**config.mk**
```make
export PLATFORM = sky130hd
export DESIGN_NAME = centroid_motion_estimator
export DESIGN_NICKNAME = d
export VERILOG_FILES = /design/src/rtl/gesture_pkg.sv /design/src/rtl/seq_divider.sv /design/src/rtl/centroid_motion_estimator.sv
export SDC_FILE = /design/constraint.sdc
export NUM_CORES = 1
export LEC_CHECK = 0
export ABC_CLOCK_PERIOD_IN_PS = 6700
export CORE_MARGIN = 3
export CORE_UTILIZATION = 30
export CTS_BUF_LIST = sky130_fd_sc_hd__clkbuf_8 sky130_fd_sc_hd__clkbuf_16
export DETAILED_ROUTE_END_ITERATION = 6
export GPL_TIMING_DRIVEN = 0
export HOLD_SLACK_MARGIN = 0.08
export SLEW_MARGIN = 20
export SYNTH_ARGS = -nofsm -noshare
export SYNTH_HDL_FRONTEND = slang
export SYNTH_HIERARCHICAL = 1
export SYNTH_SLANG_ARGS = --single-unit
```
**constraint.sdc**
```tcl
create_clock -name clk -period 6.7 [get_ports clk]
set_clock_uncertainty 0.2 [all_clocks]
set_input_delay 1.34 -clock clk [delete_from_list [all_inputs] [get_ports clk]]
set_output_delay 1.34 -clock clk [all_outputs]
set_load 0.03 [all_outputs]
```
**src/rtl/gesture_pkg.sv**
```systemverilog
// ----------------------------------------------------------------------------
// gesture_pkg
// Shared types and defaults for the gesture pipeline.
//   dir_t          : swipe direction code presented to the output/UART stage
//   FRAC_BITS      : fractional bits of centroid values
//   MIN_EVENTS     : minimum events per half-window for a valid estimate
//   MOTION_THRESH  : minimum |delta| (Q.FRAC units) to report motion
//   CENT_BITS      : signed centroid width, Q(GRID_BITS).FRAC_BITS
//   DELTA_BITS     : signed motion-vector width (one bit wider than a centroid)
// ----------------------------------------------------------------------------
package gesture_pkg;

    localparam int unsigned GRID_BITS     = 4;
    localparam int unsigned FRAC_BITS     = 4;
    localparam int unsigned MIN_EVENTS    = 8;
    localparam int unsigned MOTION_THRESH = 32;

    localparam int unsigned CENT_BITS  = GRID_BITS + 1 + FRAC_BITS;
    localparam int unsigned DELTA_BITS = CENT_BITS + 1;

    typedef enum logic [2:0] {
        DirNone  = 3'd0,
        DirRight = 3'd1,
        DirLeft  = 3'd2,
        DirUp    = 3'd3,
        DirDown  = 3'd4
    } dir_t;

endpackage

```
**src/rtl/seq_divider.sv**
```systemverilog
// ----------------------------------------------------------------------------
// seq_divider
// Unsigned restoring divider, one quotient bit per cycle, DIVIDEND_BITS cycles
// per divide. The start cycle already performs the first iteration, so done
// pulses exactly DIVIDEND_BITS cycles after start; the quotient is held until
// the next start. A start may be issued in the same cycle as done.
// Ports:
//   clk, rst     : clock, synchronous active-high reset (aborts a divide)
//   i_start      : load operands and begin a divide
//   i_dividend   : unsigned dividend, sampled with i_start
//   i_divisor    : unsigned divisor, sampled with i_start (must be non-zero)
//   o_done       : one-cycle pulse when the quotient is ready
//   o_quotient   : low QUOTIENT_BITS of the quotient
// ----------------------------------------------------------------------------
module seq_divider #(
    parameter int unsigned DIVIDEND_BITS = 21,
    parameter int unsigned DIVISOR_BITS  = 12,
    parameter int unsigned QUOTIENT_BITS = 9
) (
    input  logic                     clk,
    input  logic                     rst,
    input  logic                     i_start,
    input  logic [DIVIDEND_BITS-1:0] i_dividend,
    input  logic [DIVISOR_BITS-1:0]  i_divisor,
    output logic                     o_done,
    output logic [QUOTIENT_BITS-1:0] o_quotient
);

    localparam int unsigned CNT_W = $clog2(DIVIDEND_BITS + 1);

    // r_quot doubles as the dividend shift register: dividend bits leave at
    // the top while quotient bits enter at the bottom.
    logic [DIVIDEND_BITS-1:0] r_quot;
    logic [DIVISOR_BITS-1:0]  r_rem;
    logic [DIVISOR_BITS-1:0]  r_divisor;
    logic [CNT_W-1:0]         r_cnt;
    logic                     r_busy;
    logic                     r_done;

    logic [DIVIDEND_BITS-1:0] w_q_src;
    logic [DIVISOR_BITS-1:0]  w_rem_src;
    logic [DIVISOR_BITS-1:0]  w_div_src;
    logic [DIVISOR_BITS:0]    w_rem_shift;
    logic                     w_fits;
    logic [DIVISOR_BITS-1:0]  w_rem_next;
    logic [DIVIDEND_BITS-1:0] w_q_next;

    always_comb begin
        w_q_src     = i_start ? i_dividend : r_quot;
        w_rem_src   = i_start ? '0 : r_rem;
        w_div_src   = i_start ? i_divisor : r_divisor;
        w_rem_shift = {w_rem_src, w_q_src[DIVIDEND_BITS-1]};
        w_fits      = w_rem_shift >= {1'b0, w_div_src};
        // Restore by keeping the shifted remainder when the trial subtract fails.
        w_rem_next  = w_fits ? DIVISOR_BITS'(w_rem_shift - {1'b0, w_div_src})
                             : w_rem_shift[DIVISOR_BITS-1:0];
        w_q_next    = {w_q_src[DIVIDEND_BITS-2:0], w_fits};
    end

    always_ff @(posedge clk) begin
        if (rst) begin
            r_quot    <= '0;
            r_rem     <= '0;
            r_divisor <= '0;
            r_cnt     <= '0;
            r_busy    <= 1'b0;
            r_done    <= 1'b0;
        end else begin
            r_done <= 1'b0;
            if (i_start) begin
                r_quot    <= w_q_next;
                r_rem     <= w_rem_next;
                r_divisor <= i_divisor;
                r_cnt     <= CNT_W'(DIVIDEND_BITS - 1);
                r_busy    <= 1'b1;
            end else if (r_busy) begin
                r_quot <= w_q_next;
                r_rem  <= w_rem_next;
                r_cnt  <= r_cnt - CNT_W'(1);
                if (r_cnt == CNT_W'(1)) begin
                    r_busy <= 1'b0;
                    r_done <= 1'b1;
                end
            end
        end
    end

    assign o_done     = r_done;
    assign o_quotient = r_quot[QUOTIENT_BITS-1:0];

endmodule

```
**src/rtl/centroid_motion_estimator.sv**
```systemverilog
// ----------------------------------------------------------------------------
// centroid_motion_estimator
// Consumes a window snapshot (early/late sums and counts), computes the early
// and late centroids with one shared sequential divider, forms the motion
// vector late - early and classifies it into a swipe direction.
// Ports:
//   clk, rst                       : clock, synchronous active-high reset
//   i_accum_valid                  : snapshot pulse; sums/counts sampled here
//   i_early_sum_x/_y, i_early_count: early half-window sums and event count
//   i_late_sum_x/_y,  i_late_count : late half-window sums and event count
//   o_early_cx/_cy, o_late_cx/_cy  : signed centroids, Q(GRID_BITS).FRAC_BITS
//   o_delta_x/_y                   : signed late - early
//   o_direction                    : gesture_pkg::dir_t code
//   o_confidence                   : min(counts) >> 4, saturated at 255
//   o_result_valid                 : one-cycle result pulse
//   o_busy                         : snapshot in progress (snapshots dropped)
//   o_drop_count                   : saturating count of dropped snapshots
// ----------------------------------------------------------------------------
module centroid_motion_estimator #(
    parameter int unsigned GRID_BITS      = gesture_pkg::GRID_BITS,
    parameter int unsigned ACC_SUM_BITS   = 18,
    parameter int unsigned ACC_COUNT_BITS = 12,
    parameter int unsigned FRAC_BITS      = gesture_pkg::FRAC_BITS,
    parameter int unsigned DIV_BITS       = ACC_SUM_BITS - 1 + FRAC_BITS,
    parameter int unsigned MIN_EVENTS     = gesture_pkg::MIN_EVENTS,
    parameter int unsigned MOTION_THRESH  = gesture_pkg::MOTION_THRESH
) (
    input  logic                             clk,
    input  logic                             rst,
    input  logic                             i_accum_valid,
    input  logic [ACC_SUM_BITS-1:0]          i_early_sum_x,
    input  logic [ACC_SUM_BITS-1:0]          i_early_sum_y,
    input  logic [ACC_COUNT_BITS-1:0]        i_early_count,
    input  logic [ACC_SUM_BITS-1:0]          i_late_sum_x,
    input  logic [ACC_SUM_BITS-1:0]          i_late_sum_y,
    input  logic [ACC_COUNT_BITS-1:0]        i_late_count,
    output logic [GRID_BITS+FRAC_BITS:0]     o_early_cx,
    output logic [GRID_BITS+FRAC_BITS:0]     o_early_cy,
    output logic [GRID_BITS+FRAC_BITS:0]     o_late_cx,
    output logic [GRID_BITS+FRAC_BITS:0]     o_late_cy,
    output logic [GRID_BITS+FRAC_BITS+1:0]   o_delta_x,
    output logic [GRID_BITS+FRAC_BITS+1:0]   o_delta_y,
    output logic [2:0]                       o_direction,
    output logic [7:0]                       o_confidence,
    output logic                             o_result_valid,
    output logic                             o_busy,
    output logic [7:0]                       o_drop_count
);

    import gesture_pkg::*;

    localparam int unsigned CW = GRID_BITS + 1 + FRAC_BITS;
    localparam int unsigned DW = CW + 1;

    typedef enum logic [1:0] {StIdle, StCheck, StDiv, StClassify} state_t;

    state_t                    r_state;
    logic [ACC_SUM_BITS-1:0]   r_early_sx, r_early_sy, r_late_sx, r_late_sy;
    logic [ACC_COUNT_BITS-1:0] r_early_cnt, r_late_cnt;
    logic [1:0]                r_idx;
    // Working centroids, in divide order: early_x, early_y, late_x, late_y.
    logic [CW-1:0]             r_cent [4];
    logic [CW-1:0]             r_out_ecx, r_out_ecy, r_out_lcx, r_out_lcy;
    logic [DW-1:0]             r_out_dx, r_out_dy;
    dir_t                      r_out_dir;
    logic [7:0]                r_out_conf;
    logic [7:0]                r_drop;
    logic                      r_result_valid;
    logic                      r_busy;

    logic [ACC_SUM_BITS-1:0]   w_sums [4];
    logic                      w_counts_ok;
    logic [1:0]                w_op_idx;
    logic [ACC_SUM_BITS-1:0]   w_op_sum, w_op_abs;
    logic [ACC_COUNT_BITS-1:0] w_op_divisor;
    logic [DIV_BITS-1:0]       w_dividend;
    logic                      w_div_start, w_div_done;
    logic [CW-1:0]             w_quot, w_cent_signed;
    logic [DW-1:0]             w_dx, w_dy, w_adx, w_ady;
    dir_t                      w_dir;
    logic [ACC_COUNT_BITS-1:0] w_min_cnt, w_conf_full;
    logic [7:0]                w_conf;

    assign w_sums[0] = r_early_sx;
    assign w_sums[1] = r_early_sy;
    assign w_sums[2] = r_late_sx;
    assign w_sums[3] = r_late_sy;

    // Divider operand selection and sign restoration.
    always_comb begin
        w_counts_ok  = (r_early_cnt >= ACC_COUNT_BITS'(MIN_EVENTS)) &&
                       (r_late_cnt >= ACC_COUNT_BITS'(MIN_EVENTS));
        // Operands for the divide about to start: the first one from CHECK,
        // the next one when the current divide completes.
        w_op_idx     = (r_state == StCheck) ? 2'd0 : r_idx + 2'd1;
        w_op_sum     = w_sums[w_op_idx];
        w_op_abs     = w_op_sum[ACC_SUM_BITS-1] ? -w_op_sum : w_op_sum;
        w_dividend   = DIV_BITS'({w_op_abs, {FRAC_BITS{1'b0}}});
        w_op_divisor = w_op_idx[1] ? r_late_cnt : r_early_cnt;
        w_div_start  = ((r_state == StCheck) && w_counts_ok) ||
                       ((r_state == StDiv) && w_div_done && (r_idx != 2'd3));
        // Negating the magnitude quotient gives truncation toward zero.
        w_cent_signed = w_sums[r_idx][ACC_SUM_BITS-1] ? -w_quot : w_quot;
    end

    // Motion vector, direction and confidence.
    always_comb begin
        w_dx  = {r_cent[2][CW-1], r_cent[2]} - {r_cent[0][CW-1], r_cent[0]};
        w_dy  = {r_cent[3][CW-1], r_cent[3]} - {r_cent[1][CW-1], r_cent[1]};
        w_adx = w_dx[DW-1] ? -w_dx : w_dx;
        w_ady = w_dy[DW-1] ? -w_dy : w_dy;
        w_dir = DirNone;
        // >= on the horizontal test makes a tie resolve horizontally.
        if ((w_adx >= w_ady) && (w_adx >= DW'(MOTION_THRESH))) begin
            w_dir = w_dx[DW-1] ? DirLeft : DirRight;
        end else if (w_ady >= DW'(MOTION_THRESH)) begin
            w_dir = w_dy[DW-1] ? DirDown : DirUp;
        end
        w_min_cnt   = (r_early_cnt < r_late_cnt) ? r_early_cnt : r_late_cnt;
        w_conf_full = w_min_cnt >> 4;
        w_conf      = (w_conf_full > ACC_COUNT_BITS'(255)) ? 8'hFF : w_conf_full[7:0];
    end

    seq_divider #(
        .DIVIDEND_BITS (DIV_BITS),
        .DIVISOR_BITS  (ACC_COUNT_BITS),
        .QUOTIENT_BITS (CW)
    ) u_div (
        .clk        (clk),
        .rst        (rst),
        .i_start    (w_div_start),
        .i_dividend (w_dividend),
        .i_divisor  (w_op_divisor),
        .o_done     (w_div_done),
        .o_quotient (w_quot)
    );

    always_ff @(posedge clk) begin
        if (rst) begin
            r_state        <= StIdle;
            r_early_sx     <= '0;
            r_early_sy     <= '0;
            r_late_sx      <= '0;
            r_late_sy      <= '0;
            r_early_cnt    <= '0;
            r_late_cnt     <= '0;
            r_idx          <= '0;
            for (int i = 0; i < 4; i++) r_cent[i] <= '0;
            r_out_ecx      <= '0;
            r_out_ecy      <= '0;
            r_out_lcx      <= '0;
            r_out_lcy      <= '0;
            r_out_dx       <= '0;
            r_out_dy       <= '0;
            r_out_dir      <= DirNone;
            r_out_conf     <= '0;
            r_drop         <= '0;
            r_result_valid <= 1'b0;
            r_busy         <= 1'b0;
        end else begin
            r_result_valid <= 1'b0;
            if (i_accum_valid && (r_state != StIdle) && (r_drop != 8'hFF)) begin
                r_drop <= r_drop + 8'd1;
            end
            case (r_state)
                StIdle: begin
                    if (i_accum_valid) begin
                        r_early_sx  <= i_early_sum_x;
                        r_early_sy  <= i_early_sum_y;
                        r_early_cnt <= i_early_count;
                        r_late_sx   <= i_late_sum_x;
                        r_late_sy   <= i_late_sum_y;
                        r_late_cnt  <= i_late_count;
                        // Zeroed here so the insufficient-count path reports 0.
                        for (int i = 0; i < 4; i++) r_cent[i] <= '0;
                        r_busy      <= 1'b1;
                        r_state     <= StCheck;
                    end
                end
                StCheck: begin
                    r_idx   <= 2'd0;
                    r_state <= w_counts_ok ? StDiv : StClassify;
                end
                StDiv: begin
                    if (w_div_done) begin
                        r_cent[r_idx] <= w_cent_signed;
                        if (r_idx == 2'd3) begin
                            r_state <= StClassify;
                        end else begin
                            r_idx <= r_idx + 2'd1;
                        end
                    end
                end
                StClassify: begin
                    r_out_ecx      <= r_cent[0];
                    r_out_ecy      <= r_cent[1];
                    r_out_lcx      <= r_cent[2];
                    r_out_lcy      <= r_cent[3];
                    r_out_dx       <= w_dx;
                    r_out_dy       <= w_dy;
                    r_out_dir      <= w_dir;
                    r_out_conf     <= w_conf;
                    r_result_valid <= 1'b1;
                    r_busy         <= 1'b0;
                    r_state        <= StIdle;
                end
                default: r_state <= StIdle;
            endcase
        end
    end

    assign o_early_cx     = r_out_ecx;
    assign o_early_cy     = r_out_ecy;
    assign o_late_cx      = r_out_lcx;
    assign o_late_cy      = r_out_lcy;
    assign o_delta_x      = r_out_dx;
    assign o_delta_y      = r_out_dy;
    assign o_direction    = r_out_dir;
    assign o_confidence   = r_out_conf;
    assign o_result_valid = r_result_valid;
    assign o_busy         = r_busy;
    assign o_drop_count   = r_drop;

endmodule
```
==> results by group <==
STA
  • Rel. slew slack: 0.286
  • Min cycle time layout: 6100 ps
  • Setup ws final: 598 ps
  • Achievable Freq: 164 MHz
  • Worst-Margin Slew: 1050 ps
  • Hold Violations, Final: 0
  • Fin crit share: 0.911
  • RSZ-0062 raised after global routing: false
  • Slew Limit Fails: 0
  • Final setup vio count: 0

GRT
  • GRT Total Usage: 0.164
  • Largest net degree at the start of global routing: 20
  • First-pass GRT wire length: 65.0 mm
  • Vias in the first global route: 11900
  • Initial antenna violation count: 0
  • Gr ovfl total: 0

Worst hold path
  • Worst Hold Class: reg2reg

Pwr
  • Leak Pwr: 6.45 nW
  • Clock power frac: 0.222
  • P_int: 4.45 mW
  • Seq pwr share: 0.277
  • Maximum vdd ir drop: 0.238 mV
  • P_sw: 3.13 mW
  • Pwr/cell area: 432 nW/um2
  • Switching Share: 0.413
  • Gate power share: 0.501

Detailed routing
  • Via count: 12100
  • Vias/cell: 4.95
  • Final ANT Viol Nets: 0
  • DRT Pass-1 Iters: 5
  • WL per Instance: 17.2 um
  • WL final: 42.3 mm
  • Iteration-0 DRC Markers: 777
  • # DRC: 0

Clock network
  • TritonCTS clock tree: built
  • Clk slew on worst S/H paths: 60 ps
  • CTS Root Cell: clkbuf_16
  • Bufs on Longest Clock Path: 3
  • CTS H-tree lvls: 1
  • CTS buffer count: 30
  • Hold buffer count at CTS: 0
  • Clock sinks: 265
  • Skew-Pair Late Insertion Delay: 570 ps

Critical path
  • Crit. End Element: flop
  • CP arrival: 6350 ps
  • Critical path peak fanout: 19
  • Required time of the critical path: 6950 ps
  • Crit start category: flop
  • Setup Crit Path Kind: reg2reg

Die
  • Chip height: 222 um
  • Number of top-level pins: 176
  • Die footprint: 49400 um2
  • Die width: 222 um
  • Initial core utilization: 0.306
  • Row count: 78
  • Core area: 45800 um2

Finish
  • Post-Layout Cell Count: 2452
  • Fillers: 4628
  • Final net count: 1997
  • Area delta synth->final: 25.2%
  • Antenna cells: 0
  • Layout cell share with drive strength beyond 1: 0.0778

Synth
  • Post-synth cell types: 92
  • YS warnings: 6
  • Post-Syn Area: 14000 um2
  • Gate Count Post-Synth: 1623
  • Register area share after synthesis: 0.404
  • Synth Register Bits: 265
  • Post-synth EDFFs: 36
  • Mapped Avg Cell Area: 8.64 um2
  • Primary FF master, synth: dfxtp_1
  • Ys async rst share: 0

Place
  • Port buffer count: 175
  • Inst Count DP: 2401
  • RD Place Congestion: 0.894
  • Final HPWL DP: 33.3 mm
  • Pre-CTS setup slack: -303 ps

Job
  • Max Cap Violations: 0

Outcome
  • Outcome: complete, no violations
## Yosys cell counts (5+ instances only)
| cell type | instances | area [um2] |
|---|---|---|
| o31ai_1 | 5 | 37.5 |
| o211ai_1 | 9 | 67.6 |
| edfxtp_1 | 36 | 1080 |
| nor3b_1 | 5 | 37.5 |
| ha_1 | 65 | 813 |
| dfxtp_1 | 229 | 4580 |
| or3_1 | 7 | 43.8 |
| a311oi_1 | 10 | 87.6 |
| clkbuf_1 | 56 | 210 |
| o21ai_0 | 39 | 195 |
| a21oi_1 | 154 | 771 |
| or3b_2 | 8 | 70.1 |
| and3_1 | 5 | 31.3 |
| nor3_1 | 11 | 55.1 |
| nand3_1 | 22 | 110 |
| nor2_1 | 213 | 800 |
| a21o_1 | 6 | 45.0 |
| o21a_1 | 9 | 67.6 |
| xor2_1 | 31 | 272 |
| o221ai_1 | 5 | 43.8 |
| buf_4 | 11 | 82.6 |
| mux2i_1 | 111 | 1110 |
| buf_2 | 12 | 60.1 |
| xnor2_1 | 36 | 315 |
| nor2b_1 | 25 | 156 |
| nand2_1 | 250 | 938 |
| nand2b_1 | 13 | 81.3 |
| nor4_1 | 6 | 37.5 |
| buf_1 | 14 | 52.6 |
| o21ai_1 | 8 | 40.0 |
| mux2_2 | 27 | 304 |
| a211oi_1 | 19 | 143 |
| inv_1 | 63 | 236 |
## metrics by stage
stage                     hold slack [ps]  total power, mW  area [um2]  TNS, ps   util
after detailed placement              248             5.91       16500    -1740  0.361
after CTS                             256             7.61       17500        0  0.383
after floorplan                       232             4.88       14000        0      -
after global placement                241             5.84       16500    -1060  0.361
after global routing                  273             8.09       17600        0  0.384
final                                 255             7.58       17600        0  0.384
## power groups by stage
stage | Clock (mW) | Combinational (mW) | Sequential, mW
2_1_floorplan | 0 | 2.73 | 2.15
4_1_cts | 1.71 | 3.80 | 2.10
6_report | 1.68 | 3.80 | 2.10
3_3_place_gp | 0 | 3.72 | 2.12
5_1_grt | 1.77 | 4.19 | 2.13
3_5_place_dp | 0 | 3.78 | 2.13
## per-layer routing
layer  routed length (um)  GRT usage
met1                18600      0.207
met2                20200      0.284
met3                 2010     0.0256
met4                 1480     0.0547
met5                    0          0
## worst paths after layout
check                start         endpoint  slack (ps)  cells after the start
max               r_idx[0]  u_div/r_rem[10]         600                     23
min          r_late_sx[14]    r_late_sx[14]         250                      2
max reg2reg       r_idx[0]  u_div/r_rem[10]         600                     23
min reg2reg  r_late_sx[14]    r_late_sx[14]         250                      2
## final cells by class
class                   instances  area (um2)  share of cell area
repair buffers                175        1750              0.0998
flip-flops and latches        265        5670               0.323
inverters                      64         240              0.0137
clock inverters                13         120             0.00684
multi-input cells            1200        7680               0.438
plain buffers                  95         447              0.0254
clock buffers                  40         900              0.0512
well taps                     600         751              0.0428
## kinds of logic (layout without fill, tap and decap cells)
family          count (synthesis)  after routing  share of synthesized area
simple gates                  597            597                      0.191
other cells                     1              4                   0.000268
xor+xnor                       68             68                     0.0430
mux                           142            142                      0.106
fa+ha+maj                      67             67                     0.0609
compound gates                322            322                      0.146
buf+inv                       161            387                     0.0493
flops                         265            265                      0.404
## state kept, by name (all words and copies together), names as in the netlist, 10 cells and up
register / flops
o_delta_x: 10
o_delta_y: 10
r_cent: 36
r_early_cnt: 12
r_early_sx: 18
r_early_sy: 18
r_late_cnt: 12
r_late_sx: 18
r_late_sy: 18
u_div/r_divisor: 12
u_div/r_quot: 21
u_div/r_rem: 12
## timing repair
item,4_1_cts,5_1_grt
endpoints found under the hold margin,0,0
gates resized for setup,0,4
setup endpoints to repair,12,13
buffers inserted,0,0
## layout by cell type (no fill, tap or decap), types with 5 or more instances in the layout
cell type,count
a211oi_1,19
a21o_1,6
a21oi_1,154
a311oi_1,10
and3_1,5
buf_1,13
buf_2,9
buf_4,12
clkbuf_1,56
clkbuf_16,31
clkbuf_8,9
clkdlybuf4s50_1,175
clkinv_2,5
dfxtp_1,229
edfxtp_1,36
ha_1,65
inv_1,66
mux2_2,27
mux2i_1,111
nand2_1,250
nand2b_1,13
nand3_1,22
nor2_1,213
nor2b_1,25
nor3_1,11
nor3b_1,5
nor4_1,6
o211ai_1,9
o21a_1,9
o21ai_0,39
o21ai_1,8
o221ai_1,5
o31ai_1,5
or3_1,7
or3b_2,8
xnor2_1,36
xor2_1,31
## critical path, cell delays in order (launching register included)
cell and delay, ps:
dfxtp_1 400, buf_4 310, clkbuf_4 330, inv_1 100, ha_1 310, nor2b_1 130
buf_2 240, buf_4 330, nand2_1 90, o21ai_1 160, ha_1 240, nand4_1 160
or3b_2 560, o31ai_2 220, xnor2_1 140, mux2i_1 250, ha_1 360, nor2b_2 110
o221ai_1 220, a32oi_2 200, a21oi_1 240, mux2_1 340, o31ai_1 260, o21ai_1 80
Note: power is estimated with default switching activity, not from simulation.
